## config.mk

```make
export PLATFORM = sky130hd
export DESIGN_NAME = pipe_hazard_unit_flat
export DESIGN_NICKNAME = d
export VERILOG_FILES = /design/src/rtl/hazard_pkg.sv /design/src/rtl/pipe_hazard_unit_if.sv /design/src/rtl/pipe_hazard_unit_fwd_sel.sv /design/src/rtl/pipe_hazard_unit.sv /design/src/flat_wrapper.sv
export SDC_FILE = /design/constraint.sdc
export NUM_CORES = 1
export LEC_CHECK = 0
export BUFFER_PORTS_ARGS = -buffer_cell sky130_fd_sc_hd__buf_2
export CORE_AREA = 3 3 189 191
export CTS_BUF_LIST = sky130_fd_sc_hd__clkbuf_2 sky130_fd_sc_hd__clkbuf_4 sky130_fd_sc_hd__clkbuf_8
export DETAILED_ROUTE_END_ITERATION = 8
export DIE_AREA = 0 0 192 194
export RECOVER_POWER = 25
export SETUP_SLACK_MARGIN = 0.05
export SYNTH_ARGS = -nofsm -noshare
export SYNTH_HDL_FRONTEND = slang
export SYNTH_SLANG_ARGS = --single-unit
```

## constraint.sdc

```tcl
create_clock -name clk -period 2.3 [get_ports clk]
set_input_delay 0.46 -clock clk [delete_from_list [all_inputs] [get_ports clk]]
set_output_delay 0.46 -clock clk [all_outputs]
set_load 0.1 [all_outputs]
```

## src/rtl/hazard_pkg.sv

```systemverilog
// Shared definitions for the pipeline hazard/forwarding controller.
//  - hz_state_e : controller state encoding (RUN / MC / FLUSH)
//  - NOP_INSN   : canonical RV NOP (addi x0,x0,0) loaded by pipeline bubbles
//  - RIDX_W_DEF : default register index width
package hazard_pkg;

  typedef enum logic [1:0] {
    HZ_RUN   = 2'd0,
    HZ_MC    = 2'd1,
    HZ_FLUSH = 2'd2
  } hz_state_e;

  localparam logic [31:0] NOP_INSN   = 32'h0000_0013;
  localparam int          RIDX_W_DEF = 5;

endpackage

```

## src/rtl/pipe_hazard_unit_if.sv

```systemverilog
// Bus between the pipeline datapath and the hazard unit.
//  master : pipeline side (drives ID operands, forwarding sources, EX status;
//           receives resolved operands and stall/flush controls)
//  slave  : hazard unit side
// Forwarding buses are packed, source k at [k*W +: W]; source 0 is youngest.
interface pipe_hazard_unit_if #(
  parameter int XLEN   = 64,
  parameter int RIDX_W = hazard_pkg::RIDX_W_DEF,
  parameter int N_FWD  = 3
);
  logic [RIDX_W-1:0]       rs1_idx_i;
  logic [RIDX_W-1:0]       rs2_idx_i;
  logic [XLEN-1:0]         rs1_rf_i;
  logic [XLEN-1:0]         rs2_rf_i;
  logic [N_FWD*RIDX_W-1:0] fw_rd_i;
  logic [N_FWD-1:0]        fw_wen_i;
  logic [N_FWD-1:0]        fw_ready_i;
  logic [N_FWD*XLEN-1:0]   fw_data_i;
  logic                    mc_busy_i;
  logic                    jump_i;
  logic [XLEN-1:0]         rs1_o;
  logic [XLEN-1:0]         rs2_o;
  logic                    stall_if_o;
  logic                    stall_id_o;
  logic                    bubble_ex_o;
  logic                    bubble_ls_o;
  logic                    flush_id_o;

  modport master (
    output rs1_idx_i, rs2_idx_i, rs1_rf_i, rs2_rf_i,
           fw_rd_i, fw_wen_i, fw_ready_i, fw_data_i, mc_busy_i, jump_i,
    input  rs1_o, rs2_o, stall_if_o, stall_id_o, bubble_ex_o, bubble_ls_o, flush_id_o
  );

  modport slave (
    input  rs1_idx_i, rs2_idx_i, rs1_rf_i, rs2_rf_i,
           fw_rd_i, fw_wen_i, fw_ready_i, fw_data_i, mc_busy_i, jump_i,
    output rs1_o, rs2_o, stall_if_o, stall_id_o, bubble_ex_o, bubble_ls_o, flush_id_o
  );
endinterface

```

## src/rtl/pipe_hazard_unit_fwd_sel.sv

```systemverilog
// fwd_sel: priority forwarding match + mux for one source operand.
//  idx      in  register index read by the ID instruction
//  rf_data  in  register file read data for idx
//  fw_rd    in  packed rd of each forwarding source
//  fw_wen   in  source k writes rd
//  fw_ready in  source k result valid this cycle
//  fw_data  in  packed result of each source
//  data     out resolved operand (x0 -> zero, youngest matching source wins)
//  hazard   out winning source has no data yet (load-use)
module fwd_sel #(
  parameter int XLEN   = 64,
  parameter int RIDX_W = 5,
  parameter int N_FWD  = 3
) (
  input  logic [RIDX_W-1:0]       idx,
  input  logic [XLEN-1:0]         rf_data,
  input  logic [N_FWD*RIDX_W-1:0] fw_rd,
  input  logic [N_FWD-1:0]        fw_wen,
  input  logic [N_FWD-1:0]        fw_ready,
  input  logic [N_FWD*XLEN-1:0]   fw_data,
  output logic [XLEN-1:0]         data,
  output logic                    hazard
);
  logic [N_FWD-1:0] hit;

  for (genvar gi = 0; gi < N_FWD; gi++) begin : g_hit
    assign hit[gi] = fw_wen[gi] && (fw_rd[gi*RIDX_W +: RIDX_W] == idx);
  end

  // Walk from oldest to youngest so the youngest match overwrites the rest.
  // x0 is never forwarded; it reads as zero regardless of the regfile.
  always_comb begin
    data   = rf_data;
    hazard = 1'b0;
    if (idx == '0) begin
      data = '0;
    end else begin
      for (int k = N_FWD - 1; k >= 0; k--) begin
        if (hit[k]) begin
          data   = fw_data[k*XLEN +: XLEN];
          hazard = !fw_ready[k];
        end
      end
    end
  end
endmodule

```

## src/rtl/pipe_hazard_unit.sv

```systemverilog
// pipe_hazard_unit: hazard/forwarding controller for the IF/ID/EX/LS/WB pipeline.
//  clk, rst : clock, synchronous active-high reset
//  hz       : pipe_hazard_unit_if.slave (operands, forwarding sources, EX status,
//             resolved operands, stall/bubble/flush controls)
//  HAZARD_PERF_EN (optional macro): adds perf_lu_cnt_o, perf_mc_cnt_o,
//             perf_flush_cnt_o, 32-bit saturating event counters.
// Priority within a cycle: mc_busy > jump > load-use. Controls respond in the
// same cycle as their cause; the state register only tracks MC / FLUSH episodes.
module pipe_hazard_unit
  import hazard_pkg::*;
#(
  parameter int XLEN      = 64,
  parameter int RIDX_W    = RIDX_W_DEF,
  parameter int N_FWD     = 3,
  parameter int FLUSH_CYC = 1
) (
  input  logic clk,
  input  logic rst,
  pipe_hazard_unit_if.slave hz
`ifdef HAZARD_PERF_EN
  ,
  output logic [31:0] perf_lu_cnt_o,
  output logic [31:0] perf_mc_cnt_o,
  output logic [31:0] perf_flush_cnt_o
`endif
);
  localparam int CNT_W = (FLUSH_CYC < 1) ? 1 : $clog2(FLUSH_CYC + 1);

  hz_state_e        state_reg;
  logic [CNT_W-1:0] cnt_reg;
  logic             lu1, lu2, lu;
  logic             mc_stall, redirect, lu_stall, in_flush;

  fwd_sel #(.XLEN(XLEN), .RIDX_W(RIDX_W), .N_FWD(N_FWD)) u_fwd_rs1 (
    .idx(hz.rs1_idx_i), .rf_data(hz.rs1_rf_i), .fw_rd(hz.fw_rd_i), .fw_wen(hz.fw_wen_i),
    .fw_ready(hz.fw_ready_i), .fw_data(hz.fw_data_i), .data(hz.rs1_o), .hazard(lu1)
  );

  fwd_sel #(.XLEN(XLEN), .RIDX_W(RIDX_W), .N_FWD(N_FWD)) u_fwd_rs2 (
    .idx(hz.rs2_idx_i), .rf_data(hz.rs2_rf_i), .fw_rd(hz.fw_rd_i), .fw_wen(hz.fw_wen_i),
    .fw_ready(hz.fw_ready_i), .fw_data(hz.fw_data_i), .data(hz.rs2_o), .hazard(lu2)
  );

  assign lu       = lu1 | lu2;
  assign in_flush = !rst && (state_reg == HZ_FLUSH);
  // A redirect arriving while EX is busy is dropped: EX holds the branch and
  // presents it again after busy clears. The cycle busy drops also ignores it.
  assign mc_stall = !rst && ((state_reg == HZ_RUN) || (state_reg == HZ_MC)) && hz.mc_busy_i;
  assign redirect = !rst && (state_reg == HZ_RUN) && !hz.mc_busy_i && hz.jump_i;
  // Load-use is not raised during FLUSH because its consumer is being squashed.
  assign lu_stall = !rst && lu && !hz.mc_busy_i &&
                    (((state_reg == HZ_RUN) && !hz.jump_i) || (state_reg == HZ_MC));

  assign hz.stall_if_o  = mc_stall | lu_stall;
  assign hz.stall_id_o  = mc_stall | lu_stall;
  assign hz.bubble_ex_o = rst | redirect | in_flush | lu_stall;
  assign hz.bubble_ls_o = rst | mc_stall;
  assign hz.flush_id_o  = rst | redirect | in_flush;

  always_ff @(posedge clk) begin
    if (rst) begin
      state_reg <= HZ_RUN;
      cnt_reg   <= '0;
    end else begin
      case (state_reg)
        HZ_RUN: begin
          if (hz.mc_busy_i) begin
            state_reg <= HZ_MC;
          end else if (hz.jump_i) begin
            state_reg <= HZ_FLUSH;
            cnt_reg   <= CNT_W'(FLUSH_CYC - 1);
          end
        end
        HZ_MC: begin
          if (!hz.mc_busy_i) state_reg <= HZ_RUN;
        end
        HZ_FLUSH: begin
          if (cnt_reg == '0) state_reg <= HZ_RUN;
          else               cnt_reg   <= cnt_reg - 1'b1;
        end
        default: state_reg <= HZ_RUN;
      endcase
    end
  end

`ifdef HAZARD_PERF_EN
  logic [31:0] perf_lu_reg, perf_mc_reg, perf_flush_reg;

  always_ff @(posedge clk) begin
    if (rst) begin
      perf_lu_reg    <= '0;
      perf_mc_reg    <= '0;
      perf_flush_reg <= '0;
    end else begin
      if (lu_stall && (perf_lu_reg != '1))    perf_lu_reg    <= perf_lu_reg + 1'b1;
      if (mc_stall && (perf_mc_reg != '1))    perf_mc_reg    <= perf_mc_reg + 1'b1;
      if (redirect && (perf_flush_reg != '1)) perf_flush_reg <= perf_flush_reg + 1'b1;
    end
  end

  assign perf_lu_cnt_o    = perf_lu_reg;
  assign perf_mc_cnt_o    = perf_mc_reg;
  assign perf_flush_cnt_o = perf_flush_reg;
`endif
endmodule
```

## src/flat_wrapper.sv

```systemverilog
// flat-port wrapper written by rule: the top's interface ports become plain ports
module pipe_hazard_unit_flat import hazard_pkg::*;
#(
  parameter int XLEN      = 64,
  parameter int RIDX_W    = RIDX_W_DEF,
  parameter int N_FWD     = 3,
  parameter int FLUSH_CYC = 1
)
  (clk, rst, hz_rs1_idx_i, hz_rs2_idx_i, hz_rs1_rf_i, hz_rs2_rf_i, hz_fw_rd_i, hz_fw_wen_i, hz_fw_ready_i, hz_fw_data_i, hz_mc_busy_i, hz_jump_i, hz_rs1_o, hz_rs2_o, hz_stall_if_o, hz_stall_id_o, hz_bubble_ex_o, hz_bubble_ls_o, hz_flush_id_o);
  pipe_hazard_unit_if #(.XLEN(XLEN), .RIDX_W(RIDX_W), .N_FWD(N_FWD)) hz_i ();
  input  logic clk;
  input  logic rst;
  input wire logic [$bits(hz_i.rs1_idx_i)-1:0] hz_rs1_idx_i;
  input wire logic [$bits(hz_i.rs2_idx_i)-1:0] hz_rs2_idx_i;
  input wire logic [$bits(hz_i.rs1_rf_i)-1:0] hz_rs1_rf_i;
  input wire logic [$bits(hz_i.rs2_rf_i)-1:0] hz_rs2_rf_i;
  input wire logic [$bits(hz_i.fw_rd_i)-1:0] hz_fw_rd_i;
  input wire logic [$bits(hz_i.fw_wen_i)-1:0] hz_fw_wen_i;
  input wire logic [$bits(hz_i.fw_ready_i)-1:0] hz_fw_ready_i;
  input wire logic [$bits(hz_i.fw_data_i)-1:0] hz_fw_data_i;
  input wire logic [$bits(hz_i.mc_busy_i)-1:0] hz_mc_busy_i;
  input wire logic [$bits(hz_i.jump_i)-1:0] hz_jump_i;
  output wire logic [$bits(hz_i.rs1_o)-1:0] hz_rs1_o;
  output wire logic [$bits(hz_i.rs2_o)-1:0] hz_rs2_o;
  output wire logic [$bits(hz_i.stall_if_o)-1:0] hz_stall_if_o;
  output wire logic [$bits(hz_i.stall_id_o)-1:0] hz_stall_id_o;
  output wire logic [$bits(hz_i.bubble_ex_o)-1:0] hz_bubble_ex_o;
  output wire logic [$bits(hz_i.bubble_ls_o)-1:0] hz_bubble_ls_o;
  output wire logic [$bits(hz_i.flush_id_o)-1:0] hz_flush_id_o;
  assign hz_i.rs1_idx_i = hz_rs1_idx_i;
  assign hz_i.rs2_idx_i = hz_rs2_idx_i;
  assign hz_i.rs1_rf_i = hz_rs1_rf_i;
  assign hz_i.rs2_rf_i = hz_rs2_rf_i;
  assign hz_i.fw_rd_i = hz_fw_rd_i;
  assign hz_i.fw_wen_i = hz_fw_wen_i;
  assign hz_i.fw_ready_i = hz_fw_ready_i;
  assign hz_i.fw_data_i = hz_fw_data_i;
  assign hz_i.mc_busy_i = hz_mc_busy_i;
  assign hz_i.jump_i = hz_jump_i;
  assign hz_rs1_o = hz_i.rs1_o;
  assign hz_rs2_o = hz_i.rs2_o;
  assign hz_stall_if_o = hz_i.stall_if_o;
  assign hz_stall_id_o = hz_i.stall_id_o;
  assign hz_bubble_ex_o = hz_i.bubble_ex_o;
  assign hz_bubble_ls_o = hz_i.bubble_ls_o;
  assign hz_flush_id_o = hz_i.flush_id_o;
  pipe_hazard_unit #(.XLEN(XLEN), .RIDX_W(RIDX_W), .N_FWD(N_FWD), .FLUSH_CYC(FLUSH_CYC)) u_core (.clk(clk), .rst(rst), .hz(hz_i));
endmodule
```

# ---- Yosys cells after proc, flatten, opt, wreduce, memory -nomap -nowiden
# Index checks and enable logic that the tools add are counted.
dict set report word_totals {
  regBits 3
  output_inout_bits 133
  word_cells 77
}
dict set report classes {
  muxes 25
  n_bitwise 6
  eq_ne 13
  add_sub_neg 1
  reduce_logical 30
}
# operator n
set op_table {}
lappend op_table {{$mux 64} 8}
lappend op_table {{$eq 5x5->1} 6}
lappend op_table {{$logic_and 1x1->1} 16}
lappend op_table {{$mux 1} 11}
lappend op_table {{$logic_not 5->1} 2}
lappend op_table {{$mux 2} 4}
lappend op_table {{$ne 2x2->1 const B} 4}
lappend op_table {{$logic_not 1->1} 6}
lappend op_table {{$or 1x1->1} 6}
lappend op_table {{$pmux 2 s3} 1}
lappend op_table {{$reduce_and 3->1} 2}
lappend op_table {{$ne 3x3->1 const B} 1}
lappend op_table {{$eq 2x1->1 const B} 1}
lappend op_table {{$eq 2x2->1 const B} 1}
lappend op_table {{$logic_not 2->1} 1}
lappend op_table {{$logic_or 1x1->1} 2}
lappend op_table {{$pmux 1 s2} 1}
lappend op_table {{$reduce_bool 2->1} 1}
lappend op_table {{$sub 1x1->1 const B} 1}

# ---- Depth between registers and ports, before layout
# Gate-level depths: netlist of the first run.
dict set report logic_depth {
  depth_word 11
  mapped_depth 7
}

# ---- By module
# Synthesis of the first run repeated with hierarchy kept, for this count alone.
dict set report hier_totals {
  cells_unflattened 776
  hier_area_um2 5307.6
}
# mod seq_area_each_um2 area_per_inst_um2 cells_per_inst instances
set modules_own_cells {}
lappend modules_own_cells {fwd_sel 0.0 2592.5 380 2}
lappend modules_own_cells {pipe_hazard_unit 40.0 122.6 16 1}

# ---- Worst setup path after synthesis of the first run
# OpenSTA, ideal clock, no wires.
dict set report synth_timing {
  kind {input to output}
  from {input port hz_rs1_idx_i[4]}
  to {output port hz_stall_if_o}
  setup_slack_ns -1.496
  arrival_ns 3.336
  required_time_ns 1.840
  stages 6
  path_buffers 1
  path_cell_list {xor2_1 -> nor4_1 -> and3_2 -> a221oi_1 -> o221ai_1 -> buf_4}
}
dict set report synth_between {
  elab_chain_len 11
  elab_cells_between_ends 16
  cone_classes {eq/ne: 3; mux: 4; bitwise: 2; reduce/logical: 7}
}
# item line_no
set synth_lines {}
lappend synth_lines {{from (decl)} flat_wrapper.sv:13} ;# input wire logic [$bits(hz_i.rs1_idx_i)-1:0] hz_rs1_idx_i;
lappend synth_lines {{$eq 5x5->1} pipe_hazard_unit_fwd_sel.sv:27} ;# assign hit[gi] = fw_wen[gi] && (fw_rd[gi*RIDX_W +: RIDX_W] == idx);
lappend synth_lines {{$logic_and 1x1->1} pipe_hazard_unit_fwd_sel.sv:27}
lappend synth_lines {{$mux 1 (3 in series)} pipe_hazard_unit_fwd_sel.sv:39} ;# if (hit[k]) begin
lappend synth_lines {{$mux 1 (*)} pipe_hazard_unit_fwd_sel.sv:35} ;# if (idx == '0) begin
lappend synth_lines {{$or 1x1->1 (*)} pipe_hazard_unit.sv:44} ;# assign lu = lu1 | lu2;
lappend synth_lines {{$logic_and 1x1->1 (*) (3 in series)} pipe_hazard_unit.sv:51} ;# assign lu_stall = !rst && lu && !hz.mc_busy_i &&
lappend synth_lines {{$or 1x1->1 (*)} n/a}
lappend synth_lines {{to (decl)} flat_wrapper.sv:25} ;# output wire logic [$bits(hz_i.stall_if_o)-1:0] hz_stall_if_o;
# Mark *: on every way between the ends. The rest lies on a longest branch, timed or not.

# ---- Worst setup path in the final report of the first run
dict set report layout_timing {
  from {input port hz_rs1_idx_i[2]}
  to {output port hz_rs1_o[20]}
}
dict set report layout_between {
  elab_chain_len 6
  elab_cells_between_ends 11
  cone_classes {eq/ne: 3; mux: 4; reduce/logical: 4}
}
# item line_no
set layout_lines {}
lappend layout_lines {{$eq 5x5->1} pipe_hazard_unit_fwd_sel.sv:27}
lappend layout_lines {{$logic_and 1x1->1} pipe_hazard_unit_fwd_sel.sv:27}
lappend layout_lines {{$mux 64 (3 in series)} pipe_hazard_unit_fwd_sel.sv:39}
lappend layout_lines {{$mux 64 (*)} pipe_hazard_unit_fwd_sel.sv:35}
lappend layout_lines {{to (decl)} flat_wrapper.sv:23} ;# output wire logic [$bits(hz_i.rs1_o)-1:0] hz_rs1_o;
# Marked as above.

==> reports/metrics.cfg, run 1 <==
[run]
drv_cap = 0

[power]
p_leak_nw = 5.91
power_density_nw_per_um2 = 326
peakVddDrop_v = 0.000459
p_int_mw = 1.88
switching_share = 0.604
total_power_mw = 4.75
clkPwrFrac = 0.029
p_sw_mw = 2.87
sequentialPowerShare = 0.008
share_comb_of_total_power = 0.963

[outcome]
violations = setup timing
status = finished with violations

[routing]
routed_wl_microns = 39400
viasPerCell = 5.08
antenna_left = 0
routedWlPerCell_microns = 22.2
drcViolationCount = 0
via_count = 9033
dr.pass1.iters = 5
drt_first_iter_violations = 443

[floorplanning]
core_area_sq_um = 34300
initial_utilization = 0.135
die_h_microns = 194
dieArea_sq_um = 37200
ioPinCount = 488
die_w_microns = 192
rows = 68

[synthesis]
synth_area_per_cell_sq_um = 6.10
ys_ff_latch = 2
synth_warnings = 0
synth.net_count = 1112
netlist_instances = 757
yosys.cell_types.count = 29
synth_seq_area_share = 0.00867
netlist_area_sq_um = 4620

[timing]
fin_ws_ns = -0.418
tns_ns = -47.13
worst_slew_pin_slew_ns = 0.504
max_freq_mhz = 368
setup_viol_count_final = 131
hold_viol_final = 0
skew_ns = 0.00304
fin_crit_sh = 1.18
whs_ns = 0.558
slew_viol_final = 0
relSlewSlack = 0.667
fin_crit_ns = 2.72
rsz0062_at_grt = true

[finish]
final_area_sq_um = 14600
fin_nets = 1677
fillers = 3212
drive_gt1_frac = 0.696
final_util = 0.425
syn2layout_area_growth_pct = 215
largest_reg_flops = 2

[place]
placed_area_sq_um = 14000
dp_hpwl_microns = 32100
place_congestion = 0.896
io_buffers = 487

[setup_path]
path_class = in2out
end_kind = output pin
cp_data_required_time_ns = 1.84
crit_fanout = 8
critPathArrivalTime_ns = 2.26
crit_path_start_kind = input pin

[global_routing]
grt_max_degree = 34
grt_pass1_wl_microns = 58200
grt.total_usage = 0.197
grt_pass1_vias = 9913
antenna_found_initial = 5
grt_overflow = 0

[cts]
tritoncts = done
cts-buffers-inserted = 3
clk_pin_slew_worst_paths_ns = 0.03
clock_path_buffers = 2
htreeDepth = 1
cts_root_buf = clkbuf_8
cts.sinks = 2
clk-insertion-delay-late_ns = 0.21

[hold_path]
worstHoldPathType = in2reg

repair_timing:
item | 4_1_cts | 5_1_grt
hold buffers | 0 | 0
resized for setup | 47 | 38
setup endpoints to repair | 131 | 131
pin swaps | 11 | 11
cloned | 2 | 1
buffers inserted | 5 | 4
synthesized netlist by cell type:
| master | count | share of area |
|---|---|---|
| o21ai_0 | 128 | 0.14 |
| buf_4 | 3 | 0.0049 |
| a221oi_1 | 2 | 0.0038 |
| dfxtp_1 | 2 | 0.0087 |
| nor3_1 | 132 | 0.14 |
| a211o_1 | 2 | 0.0038 |
| or4_1 | 2 | 0.0032 |
| nand2_1 | 5 | 0.0041 |
| or2_2 | 2 | 0.0027 |
| nor2b_1 | 3 | 0.0041 |
| inv_1 | 67 | 0.054 |
| a21oi_1 | 1 | 0.0011 |
| xor2_1 | 14 | 0.027 |
| a211oi_1 | 128 | 0.21 |
| and2_1 | 2 | 0.0027 |
| and3_2 | 1 | 0.0016 |
| o221ai_1 | 2 | 0.0038 |
| o2bb2ai_1 | 128 | 0.24 |
| nand3_1 | 5 | 0.0054 |
| nand2b_1 | 3 | 0.0041 |
| xnor2_1 | 16 | 0.030 |
| nor2_1 | 5 | 0.0041 |
| a31oi_1 | 2 | 0.0027 |
| clkbuf_1 | 63 | 0.051 |
| buf_1 | 3 | 0.0024 |
| and3_1 | 5 | 0.0068 |
| buf_2 | 28 | 0.030 |
| and4b_1 | 1 | 0.0022 |
| nor4_1 | 2 | 0.0027 |
worst max-delay path, stage by stage:
cell       delay (ns)
buf_2            0.14
xor2_1           0.19
nor4_4           0.29
and3_4           0.25
nor2b_4          0.21
buf_12           0.18
buf_12           0.17
o2bb2ai_4        0.15
buf_12           0.20
cell families (layout without fill, tap and decap cells):
logic type                after synthesis  count (layout)  share of synthesized area
AOI/OAI and AO/OA                     393             393                      0.605
and+or+nand+nor                       168             168                      0.187
buffers and inverters                 164             727                      0.143
xor gates and xnor gates               30              30                     0.0569
DFF                                     2               2                    0.00867
other                                   0               2                          0
metal layers:
metal	routed length, microns	part of all wire	up-vias	global-route usage
met4	1700	0.043	6	0.0780
met3	3190	0.081	100	0.0391
met2	19600	0.50	497	0.356
met5	45	0.0011	-	0
li1	-	-	4070	-
met1	14800	0.38	4360	0.226
cells in the final DEF (no fill, tap or decap), drive strengths merged, types with 5 or more instances in the layout:
cell	instances
nor2	5
clkbuf	5
buf	653
inv	67
o21ai	128
o2bb2ai	128
nand3	5
a211oi	128
xnor2	16
nor3	132
and3	6
xor2	14
nand2	5
final timing paths:
kind | from | endpoint | slack, ns | cells past startpoint
worst min-delay path | hz_mc_busy_i | u_core.state_reg[0] | 0.56 | 3
worst max register to register | u_core.state_reg[1] | u_core.state_reg[0] | 1.55 | 3
worst min register to register | u_core.state_reg[0] | u_core.state_reg[1] | 0.58 | 1
worst max-delay path | hz_rs1_idx_i[2] | hz_rs1_o[20] | -0.42 | 9
power by group through the flow:
stage | Combinational [mW] | Clock, mW | Sequential (mW)
floorplan | 2.56 | 0 | 0.0378
global placement | 4.44 | 0 | 0.0379
detailed placement | 4.48 | 0 | 0.0382
CTS | 4.55 | 0.142 | 0.0377
global route | 4.72 | 0.147 | 0.0379
finish | 4.58 | 0.137 | 0.0377
metrics by stage:
step                setup WS, ns  cells
floorplan                 -0.464    757
global placement          -0.544   1762
detailed placement        -0.591   1762
CTS                       -0.425   1771
global route              -0.472   1777
finish                    -0.418   1777
layout make-up:
| type | instances | area, sq um | area share |
|---|---|---|---|
| Antenna cell | 2 | 5.00 | 0.000344 |
| Clock buffer | 3 | 41.3 | 0.00284 |
| Inverter | 67 | 251 | 0.0173 |
| Multi-Input combinational cell | 591 | 7170 | 0.492 |
| Sequential cell | 2 | 40.0 | 0.00275 |
| Tap cell | 455 | 569 | 0.0391 |
| Timing Repair Buffer | 657 | 6490 | 0.446 |
Note: power is estimated with default switching activity, not from simulation.
==> run 2, diff against run 1 <==
==> constraint.sdc (replaced) <==
create_clock -name clk -period 2.3 [get_ports clk]
set_input_delay 0.115 -clock clk [delete_from_list [all_inputs] [get_ports clk]]
set_output_delay 0.115 -clock clk [all_outputs]
set_load 0.1 [all_outputs]
==> run 2 against run 1 <==
Effect of this change: the run now ends clean; sequential share of layout area rose by 0.085 points; global-route usage fell by 0.55 points; worst hold slack got worse by 0.31 ns; sequential cell count did not move; wire length fell by 1.9%; highest routed layer unchanged.
==> reports/metrics.cfg, run 2 (synthesis gave the netlist of run 1 again) <==
[hold_path]
hold_path_startpoint = hz_mc_busy_i
hold_end = u_core.state_reg[0]
worstHoldPathCells = 3
worstHoldPathType = in2reg

[setup_path]
crit_fanout = 35
critPathArrivalTime_ns = 2.12
r2r-end = u_core.state_reg[0]
reg2reg_depth = 3
end_kind = output pin
crit_path_start_kind = input pin
rrSetupSlack_ns = 1.52
r2r-start = u_core.state_reg[1]
cp_data_required_time_ns = 2.18
path_class = in2out

[timing]
fin_crit_sh = 0.973
hold_viol_final = 0
worst_slew_pin_slew_ns = 1.16
skew_ns = 0.00210
slew_viol_final = 0
fin_crit_ns = 2.24
max_freq_mhz = 447
setup_viol_count_final = 0
relSlewSlack = 0.231
rsz0062_at_grt = true
whs_ns = 0.251
tns_ns = 0

[cts]
tritoncts = done
clk_pin_slew_worst_paths_ns = 0.03
clock_path_buffers = 2
cts.sinks = 2
clk-insertion-delay-late_ns = 0.21
cts-buffers-inserted = 3
cts_root_buf = clkbuf_8
cts_hold_buf = 0
htreeDepth = 1

[floorplanning]
rows = 68
initial_utilization = 0.135
core_area_sq_um = 34300
dieArea_sq_um = 37200
die_w_microns = 192
die_h_microns = 194
ioPinCount = 488

[finish]
largest_reg_flops = 2
drive_gt1_frac = 0.605
syn2layout_area_growth_pct = 141
fin_nets = 1609
fillers = 3569
final_common_cell = buf_2
stdcell_count = 1708
final_cell_mix = 358 x buf_2, 140 x buf_12, 132 x nor3_1, 128 x o21ai_0, 128 x o2bb2ai_2

[global_routing]
grt.total_usage = 0.192
grt_pass1_vias = 9407
antenna_found_initial = 6
grt_max_degree = 65
grt_overflow = 0
grt_pass1_wl_microns = 56000

[power]
total_power_mw = 4.19
p_leak_nw = 4.81
peakVddDrop_v = 0.000445
power_density_nw_per_um2 = 377

[routing]
via_count = 8964
drt_first_iter_violations = 687
viasPerCell = 5.25
routedWlPerCell_microns = 22.6
drcViolationCount = 0
routed_wl_microns = 38700
antenna_left = 0
dr.pass1.iters = 5

[run]
drv_cap = 0

[outcome]
status = finished clean

[place]
dp_hpwl_microns = 31300
place_inst = 1704
place_congestion = 0.971
io_buffers = 487

## run 2: routing by layer
layer	global-route usage	wire [microns]	share of wire
met1	0.234	14600	0.38
met2	0.328	18400	0.48
met3	0.0365	3960	0.10
met4	0.0793	1670	0.043
met5	0	8	0.00021
## run 2: stage by stage
step                worst slack, ns  instance area, sq um   util
global placement            0.00508                 11000  0.320
CTS                          0.0761                 11000  0.321
finish                       0.0618                 11100  0.325
global route                -0.0306                 11100  0.325
detailed placement        -0.000597                 11000  0.320
floorplan                   -0.0937                  5430      -
## run 2: where the power goes
group	leakage (nW)	internal, mW	switching, mW	total [mW]
Sequential	0.0165	0.0367	0.00106	0.0378
Clock	0.0216	0.111	0.0290	0.140
Combinational	4.77	1.40	2.62	4.02
## run 2: area by class of cell
type / instances / area, sq um / share of cell area
Timing Repair Buffer: 589 / 5280 / 0.474
Multi-Input combinational cell: 591 / 4950 / 0.445
Tap cell: 455 / 569 / 0.0511
Inverter: 67 / 251 / 0.0226
Clock buffer: 3 / 41.3 / 0.00371
Sequential cell: 2 / 40.0 / 0.00360
Antenna cell: 1 / 2.50 / 0.000225
## run 2: critical path, cell delays in order
cell	delay, ns
buf_2	0.19
xnor2_1	0.14
buf_4	0.14
nand3_4	0.08
or2_2	0.32
buf_6	0.23
a211oi_1	0.37
buf_4	0.18
o2bb2ai_2	0.06
clkbuf_4	0.28
## run 2: timing repair
action,4_1_cts,5_1_grt
pin swaps,0,1
endpoints found under the hold margin,0,0
setup buffers,0,0
gates resized for setup,1,27
setup endpoints to repair,1,53
## run 2: worst max path at each step
| stage | startpoint | to | slack [ns] |
|---|---|---|---|
| 2_1_floorplan | hz_rs1_idx_i[2] | hz_stall_if_o | -0.09 |
| 3_3_place_gp | hz_rs2_idx_i[3] | hz_rs2_o[45] | 0.005 |
| 3_5_place_dp | hz_rs2_idx_i[2] | hz_rs2_o[45] | -0.0006 |
| 4_1_cts | hz_rs2_idx_i[2] | hz_rs2_o[49] | 0.08 |
| 5_1_grt | hz_rs2_idx_i[2] | hz_rs2_o[17] | -0.03 |
| 6_report | hz_rs1_idx_i[3] | hz_rs1_o[28] | 0.06 |
